==> src/rtl/unary_pkg.sv <==
// Shared types for the unary accumulator: FSM state encoding and lane limits.
// Latency: n/a (declarations only).
// Backpressure: n/a.
package unary_pkg;

    // Largest supported number of unary input lanes.
    localparam int LANES_MAX = 16;

    typedef enum logic [1:0] {
        ACC   = 2'd0,
        DRAIN = 2'd1,
        HOLD  = 2'd2
    } state_e;

    // Width needed to hold a popcount of 'lanes' bits (0..lanes).
    function automatic int pc_width(input int lanes);
        return $clog2(lanes + 1);
    endfunction

endpackage

==> src/rtl/unary_add_n_if.sv <==
// Control/data bundle between the unary accumulator and its driver.
// Latency: n/a (wires only).
// Backpressure: none; en is the only stall mechanism.
interface unary_add_n_if #(
    parameter int LANES = 4,
    parameter int CNT_W = 8
);
    logic             en;
    logic             clr;
    logic             mode;
    logic [LANES-1:0] din;
    logic             dout;
    logic             ovf;
    logic             done;
    logic             busy;
    logic [CNT_W-1:0] count_o;

    modport master (
        output en, clr, mode, din,
        input  dout, ovf, done, busy, count_o
    );

    modport slave (
        input  en, clr, mode, din,
        output dout, ovf, done, busy, count_o
    );
endinterface

==> src/rtl/unary_popcount.sv <==
// Purely combinational count of set bits across the unary input lanes.
// Latency: 0 cycles.
// Backpressure: none.
module unary_popcount
    import unary_pkg::*;
#(
    parameter int LANES = 4
) (
    input  logic [LANES-1:0]             din_i,
    output logic [pc_width(LANES)-1:0]   cnt_o
);
    localparam int PW = pc_width(LANES);

    // Ripple sum of the lane bits; LANES is small so a plain adder chain is fine.
    always_comb begin
        cnt_o = '0;
        for (int i = 0; i < LANES; i++) begin
            cnt_o = cnt_o + PW'(din_i[i]);
        end
    end
endmodule

==> src/rtl/unary_add_n.sv <==
// Unary accumulator: adds popcount(din) per enabled cycle, then drains the total as a serial run of dout=1 cycles.
// Latency: count_o/ovf update on the edge after the input; a drain of N gives N dout pulses starting one cycle after DRAIN entry, then done.
// Backpressure: none; en low freezes all state and outputs. Build option UNARY_ADD_SAT_EN clamps on overflow instead of wrapping.
module unary_add_n
    import unary_pkg::*;
#(
    parameter int LANES = 4,
    parameter int CNT_W = 8
) (
    input  logic         clk,
    input  logic         rst_n,
    unary_add_n_if.slave bus
);
    localparam int PW = pc_width(LANES);

    if (LANES < 1 || LANES > LANES_MAX) begin : g_bad_lanes
        $error("unary_add_n: LANES out of range");
    end

    state_e           state_q, state_d;
    logic [CNT_W-1:0] count_q, count_d;
    logic             dout_q, dout_d;
    logic             ovf_q, ovf_d;
    logic             done_q, done_d;
    logic             busy_q, busy_d;

    logic [PW-1:0]    pc;
    logic [CNT_W:0]   sum;
    logic [CNT_W-1:0] acc_val;

    unary_popcount #(.LANES(LANES)) u_popcount (
        .din_i (bus.din),
        .cnt_o (pc)
    );

    // One extra bit so the overflow compare sees the untruncated sum.
    assign sum = {1'b0, count_q} + (CNT_W+1)'(pc);

`ifdef UNARY_ADD_SAT_EN
    assign acc_val = sum[CNT_W] ? {CNT_W{1'b1}} : sum[CNT_W-1:0];
`else
    assign acc_val = sum[CNT_W-1:0];
`endif

    // Next state and registered outputs; nothing moves unless en is high, clr wins over everything else.
    always_comb begin
        state_d = state_q;
        count_d = count_q;
        dout_d  = dout_q;
        ovf_d   = ovf_q;
        done_d  = done_q;
        if (bus.en) begin
            dout_d = 1'b0;
            ovf_d  = 1'b0;
            done_d = 1'b0;
            if (bus.clr) begin
                state_d = ACC;
                count_d = '0;
            end else begin
                case (state_q)
                    ACC: begin
                        if (bus.mode) begin
                            state_d = DRAIN;
                        end else begin
                            ovf_d   = sum[CNT_W];
                            count_d = acc_val;
                        end
                    end
                    DRAIN: begin
                        if (count_q != '0) begin
                            dout_d  = 1'b1;
                            count_d = count_q - CNT_W'(1);
                        end else begin
                            done_d  = 1'b1;
                            state_d = HOLD;
                        end
                    end
                    HOLD: begin
                        if (!bus.mode) begin
                            state_d = ACC;
                        end
                    end
                    default: state_d = ACC;
                endcase
            end
        end
        busy_d = (state_d == DRAIN);
    end

    // State and output registers with asynchronous clear.
    always_ff @(posedge clk or negedge rst_n) begin
        if (!rst_n) begin
            state_q <= ACC;
            count_q <= '0;
            dout_q  <= 1'b0;
            ovf_q   <= 1'b0;
            done_q  <= 1'b0;
            busy_q  <= 1'b0;
        end else begin
            state_q <= state_d;
            count_q <= count_d;
            dout_q  <= dout_d;
            ovf_q   <= ovf_d;
            done_q  <= done_d;
            busy_q  <= busy_d;
        end
    end

    assign bus.dout    = dout_q;
    assign bus.ovf     = ovf_q;
    assign bus.done    = done_q;
    assign bus.busy    = busy_q;
    assign bus.count_o = count_q;

endmodule

==> src/flat_wrapper.sv <==
// flat-port wrapper written by rule: the top's interface ports become plain ports
module unary_add_n_flat import unary_pkg::*;
#(
    parameter int LANES = 4,
    parameter int CNT_W = 8
)
  (clk, rst_n, bus_en, bus_clr, bus_mode, bus_din, bus_dout, bus_ovf, bus_done, bus_busy, bus_count_o);
  unary_add_n_if #(.LANES(LANES), .CNT_W(CNT_W)) bus_i ();
  input  logic clk;
  input  logic rst_n;
  input wire logic [$bits(bus_i.en)-1:0] bus_en;
  input wire logic [$bits(bus_i.clr)-1:0] bus_clr;
  input wire logic [$bits(bus_i.mode)-1:0] bus_mode;
  input wire logic [$bits(bus_i.din)-1:0] bus_din;
  output wire logic [$bits(bus_i.dout)-1:0] bus_dout;
  output wire logic [$bits(bus_i.ovf)-1:0] bus_ovf;
  output wire logic [$bits(bus_i.done)-1:0] bus_done;
  output wire logic [$bits(bus_i.busy)-1:0] bus_busy;
  output wire logic [$bits(bus_i.count_o)-1:0] bus_count_o;
  assign bus_i.en = bus_en;
  assign bus_i.clr = bus_clr;
  assign bus_i.mode = bus_mode;
  assign bus_i.din = bus_din;
  assign bus_dout = bus_i.dout;
  assign bus_ovf = bus_i.ovf;
  assign bus_done = bus_i.done;
  assign bus_busy = bus_i.busy;
  assign bus_count_o = bus_i.count_o;
  unary_add_n #(.LANES(LANES), .CNT_W(CNT_W)) u_core (.clk(clk), .rst_n(rst_n), .bus(bus_i));
endmodule
==> config.mk <==
export PLATFORM = sky130hd
export DESIGN_NAME = unary_add_n_flat
export DESIGN_NICKNAME = d
export VERILOG_FILES = /design/src/rtl/unary_pkg.sv /design/src/rtl/unary_add_n_if.sv /design/src/rtl/unary_popcount.sv /design/src/rtl/unary_add_n.sv /design/src/flat_wrapper.sv
export SDC_FILE = /design/constraint.sdc
export NUM_CORES = 1
export LEC_CHECK = 0
export CAP_MARGIN = 15
export CORE_MARGIN = 2
export CORE_UTILIZATION = 54
export DETAILED_ROUTE_END_ITERATION = 10
export PLACE_DENSITY = 0.84
export SLEW_MARGIN = 5
export SYNTH_ARGS = -nofsm -noshare
export SYNTH_HDL_FRONTEND = slang
export SYNTH_SLANG_ARGS = --single-unit
==> constraint.sdc <==
create_clock -name clk -period 3.7 [get_ports clk]
set_input_delay 0.555 -clock clk [delete_from_list [all_inputs] [get_ports clk]]
set_output_delay 0.555 -clock clk [all_outputs]
set_load 0.05 [all_outputs]
==> metrics.txt <==
share of layout cells above drive strength 1=12.1%; Core Area=~0.0018 mm2; Hold Path Depth=2; post-CTS setup buffer count=0; hold endpoint=u_core.bus.dout$_DFFE_PN0P_; total chip power=approximately 1.1 mW; Post-route DRC=0; Clock Pin Slew Worst Setup and Hold Paths=90 ps; most frequent cells in the layout=clkdlybuf4s50_1 (20), dfrtp_1 (14), inv_1 (11); final instance area=0.00129 mm2; ys flop type=dfrtp_1; Worst R2R Start=u_core.bus.count_o[0]$_DFFE_PN0P_; actual slew at the worst max-slew pin=777 ps; GPL Wtd Cong=0.888; Pleak=0.520 nW; Post-Synthesis Cell Area=~0.0011 mm2; TritonCTS clock tree=done; Chip Width=between 40 and 50 um; met1 usage=33.9%; Final Skew=14.3 ps; area fraction of the dominant cell type after synthesis=33.3%; vias in the first global route=839; Internal=0.521 mW; peak supply drop=0.550 mV; Synth Warn #=0; Hold Buf Count CTS=0; die area=between 0.002 and 0.0025 mm2; all-layer global routing usage=25.5%; GRT met2 Usage=40.0%; TritonRoute pass-1 iters=4; CP required=3930 ps; Fillers=140; Final #Nets=139; combinational share of power=60.6%; DP Area=about 0.0013 mm2; met3 Use GR=5.19%; GRT Max-Usage Layer=met2; final worst slack=778 ps; cts bufs inserted=3; WS Path Type=primary input to flip-flop; critical path's top delay family=adder cells; crit end category=flip-flop; DR iter-0 viols=31; slowest CP cell=a2111oi_0; Clk network pwr share=11.0%; Register-to-Register Path Depth=7; wire length per cell after detailed routing=~17 um; CTS root buffer=clkbuf_4; final hold viol count=0; Critical Path Max Stage Delay=560 ps; Final setup viols=0; Slew HR=a little under half; initial core utilization=roughly three fifths; Final Util=a little over 70%; PD cells=around 820 mW/mm2; Max Fclk=342 MHz; DIE HEIGHT=48.2 um; Max Buffers Root-to-Sink=2; global-route wire length before repair=3.96 mm; crit path time final=roughly 2900 ps; GRT Residual Overflow=0; Clock H-tree levels=1; CP Buf/Inv Count=3; largest net degree at the start of global routing=15; later-pin clock latency in the skew report=300 ps; Area Growth Syn to Fin=22.8%; part of the Yosys area used for sequential elements=between 30% and 40%; CP startpoint kind=primary input; outcome=finished clean; CTS sink cnt=14; post-synth top area cell=dfrtp_1; switching power total=0.544 mW; synth top area cells=dfrtp_1 (33%), fa_1 (5.7%), and4_1 (4.2%), inv_1 (3.9%), a2111oi_4 (2.6%); Routed WL=~2.6 mm; CP Max Fanout=4; initial antenna violation count=0; ys async rst share=100%; setup TNS=0 ps; vias per cell=6.45; Post-Layout Cell Count=149; switch share=51.1%; Ant. Diodes=0; IO Port Bufs=20; Post-DP HPWL=1.85 mm; critical-path cell list=clkdlybuf4s50_1 > fa_1 > inv_1 > fa_1 > inv_1 > fa_1 > nand3_1 > a2111oi_0 > a211o_1; pre-CTS setup slack=571 ps; post-cts repair resize count=0; Placement Rows=15; RR Endpoint=u_core.bus.count_o[6]$_DFFE_PN0P_; Worst R2R Setup Slack=1470 ps; Arr. time, crit path=3150 ps; max cap viols=0; Hold Startpoint=u_core.bus.dout$_DFFE_PN0P_; syn_area_per_cell=10.0 um2; cell mode on critical path=fa_1; Yosys reg bits=14; Netlist cell types=45; Tcrit/Tclk final=79.0%; Hold Path Class=flip-flop to flip-flop; number of top-level pins=21; Synth Instances=about 110; commonest non-fill, non-tap cell in the layout=clkdlybuf4s50_1; Sequential Power Share=28.4%; # placed instances=approximately 150; vias=around 960; EDFF count, synth=0; fin. max-slew vios=0; Mapped Nets=119; WHS=approximately 530 ps; ANT nets after route=0; RSZ-0062 raised after global routing=false
cells in the mapped netlist, types with 2 or more instances:
cell and count:
nand2b_1 3, o2111ai_1 2, clkbuf_1 3, o22a_1 3, nor2_1 3, a2111oi_0 2
inv_1 11, nor2b_1 2, o21ai_0 2, ha_1 2, nand2_1 5, o32ai_1 2
fa_1 3, a211o_1 3, nand3_1 2, or4_4 2, a21oi_1 2, a21bo_2 2
nor3_1 5, dfrtp_1 14, o211ai_1 3, o22ai_1 2, and4_1 5
registers in the layout, summed over array words and instances (netlist names):
signal              cells
u_core.bus.dout         1
u_core.bus.ovf          1
u_core.bus.busy         1
u_core.bus.done         1
u_core.state_q          2
u_core.bus.count_o      8
cell families after synthesis:
kind of cell	after synthesis	synth area share [%]
AOI/OAI and AO/OA	32	26.8
and+or+nand+nor	37	24.3
muxes	1	0.950
adders and majority gates	5	8.08
DFF	14	33.3
buffers and inverters	16	6.53
worst min-delay path, cell delays in order (launching register included):
cell and delay (ps):
dfrtp_1 380, inv_1 50, o22ai_1 60
power groups by stage:
stage | registers (mW) | clock network (mW) | logic, mW
global route | 0.313 | 0.126 | 0.690
floorplan | 0.435 | 0 | 0.330
finish | 0.302 | 0.118 | 0.645
global placement | 0.299 | 0 | 0.627
detailed placement | 0.304 | 0 | 0.641
CTS | 0.301 | 0.116 | 0.643
layout make-up:
class | count | area (um2) | share of cell area (%)
timing repair buffer | 20 | 200 | 15.5
sequential | 14 | 350 | 27.1
tap | 25 | 31.3 | 2.42
multi-input combinational | 75 | 634 | 49.0
inverter | 11 | 41.3 | 3.19
clock buffer | 4 | 36.3 | 2.80
how the worst max path moves through the flow:
| stage | startpoint | to | cells after the start | slack, ps |
|---|---|---|---|---|
| floorplan | bus_din[0] | u_core.bus.count_o[5]$_DFFE_PN0P_ | 7 | 1230 |
| CTS | bus_din[0] | u_core.bus.count_o[6]$_DFFE_PN0P_ | 9 | 850 |
| detailed placement | bus_din[0] | u_core.bus.count_o[6]$_DFFE_PN0P_ | 9 | 570 |
| global route | bus_din[0] | u_core.bus.count_o[6]$_DFFE_PN0P_ | 9 | 650 |
| finish | bus_din[0] | u_core.bus.count_o[6]$_DFFE_PN0P_ | 9 | 780 |
| global placement | bus_din[0] | u_core.bus.count_o[5]$_DFFE_PN0P_ | 8 | 720 |
per-layer routing:
metal | wire length [um] | part of all wire [%]
met5 | 0 | 0
met1 | 1130 | 44
met3 | 130 | 5.1
met4 | 50 | 2.0
met2 | 1250 | 49
Power figures use the tool's default switching activity.
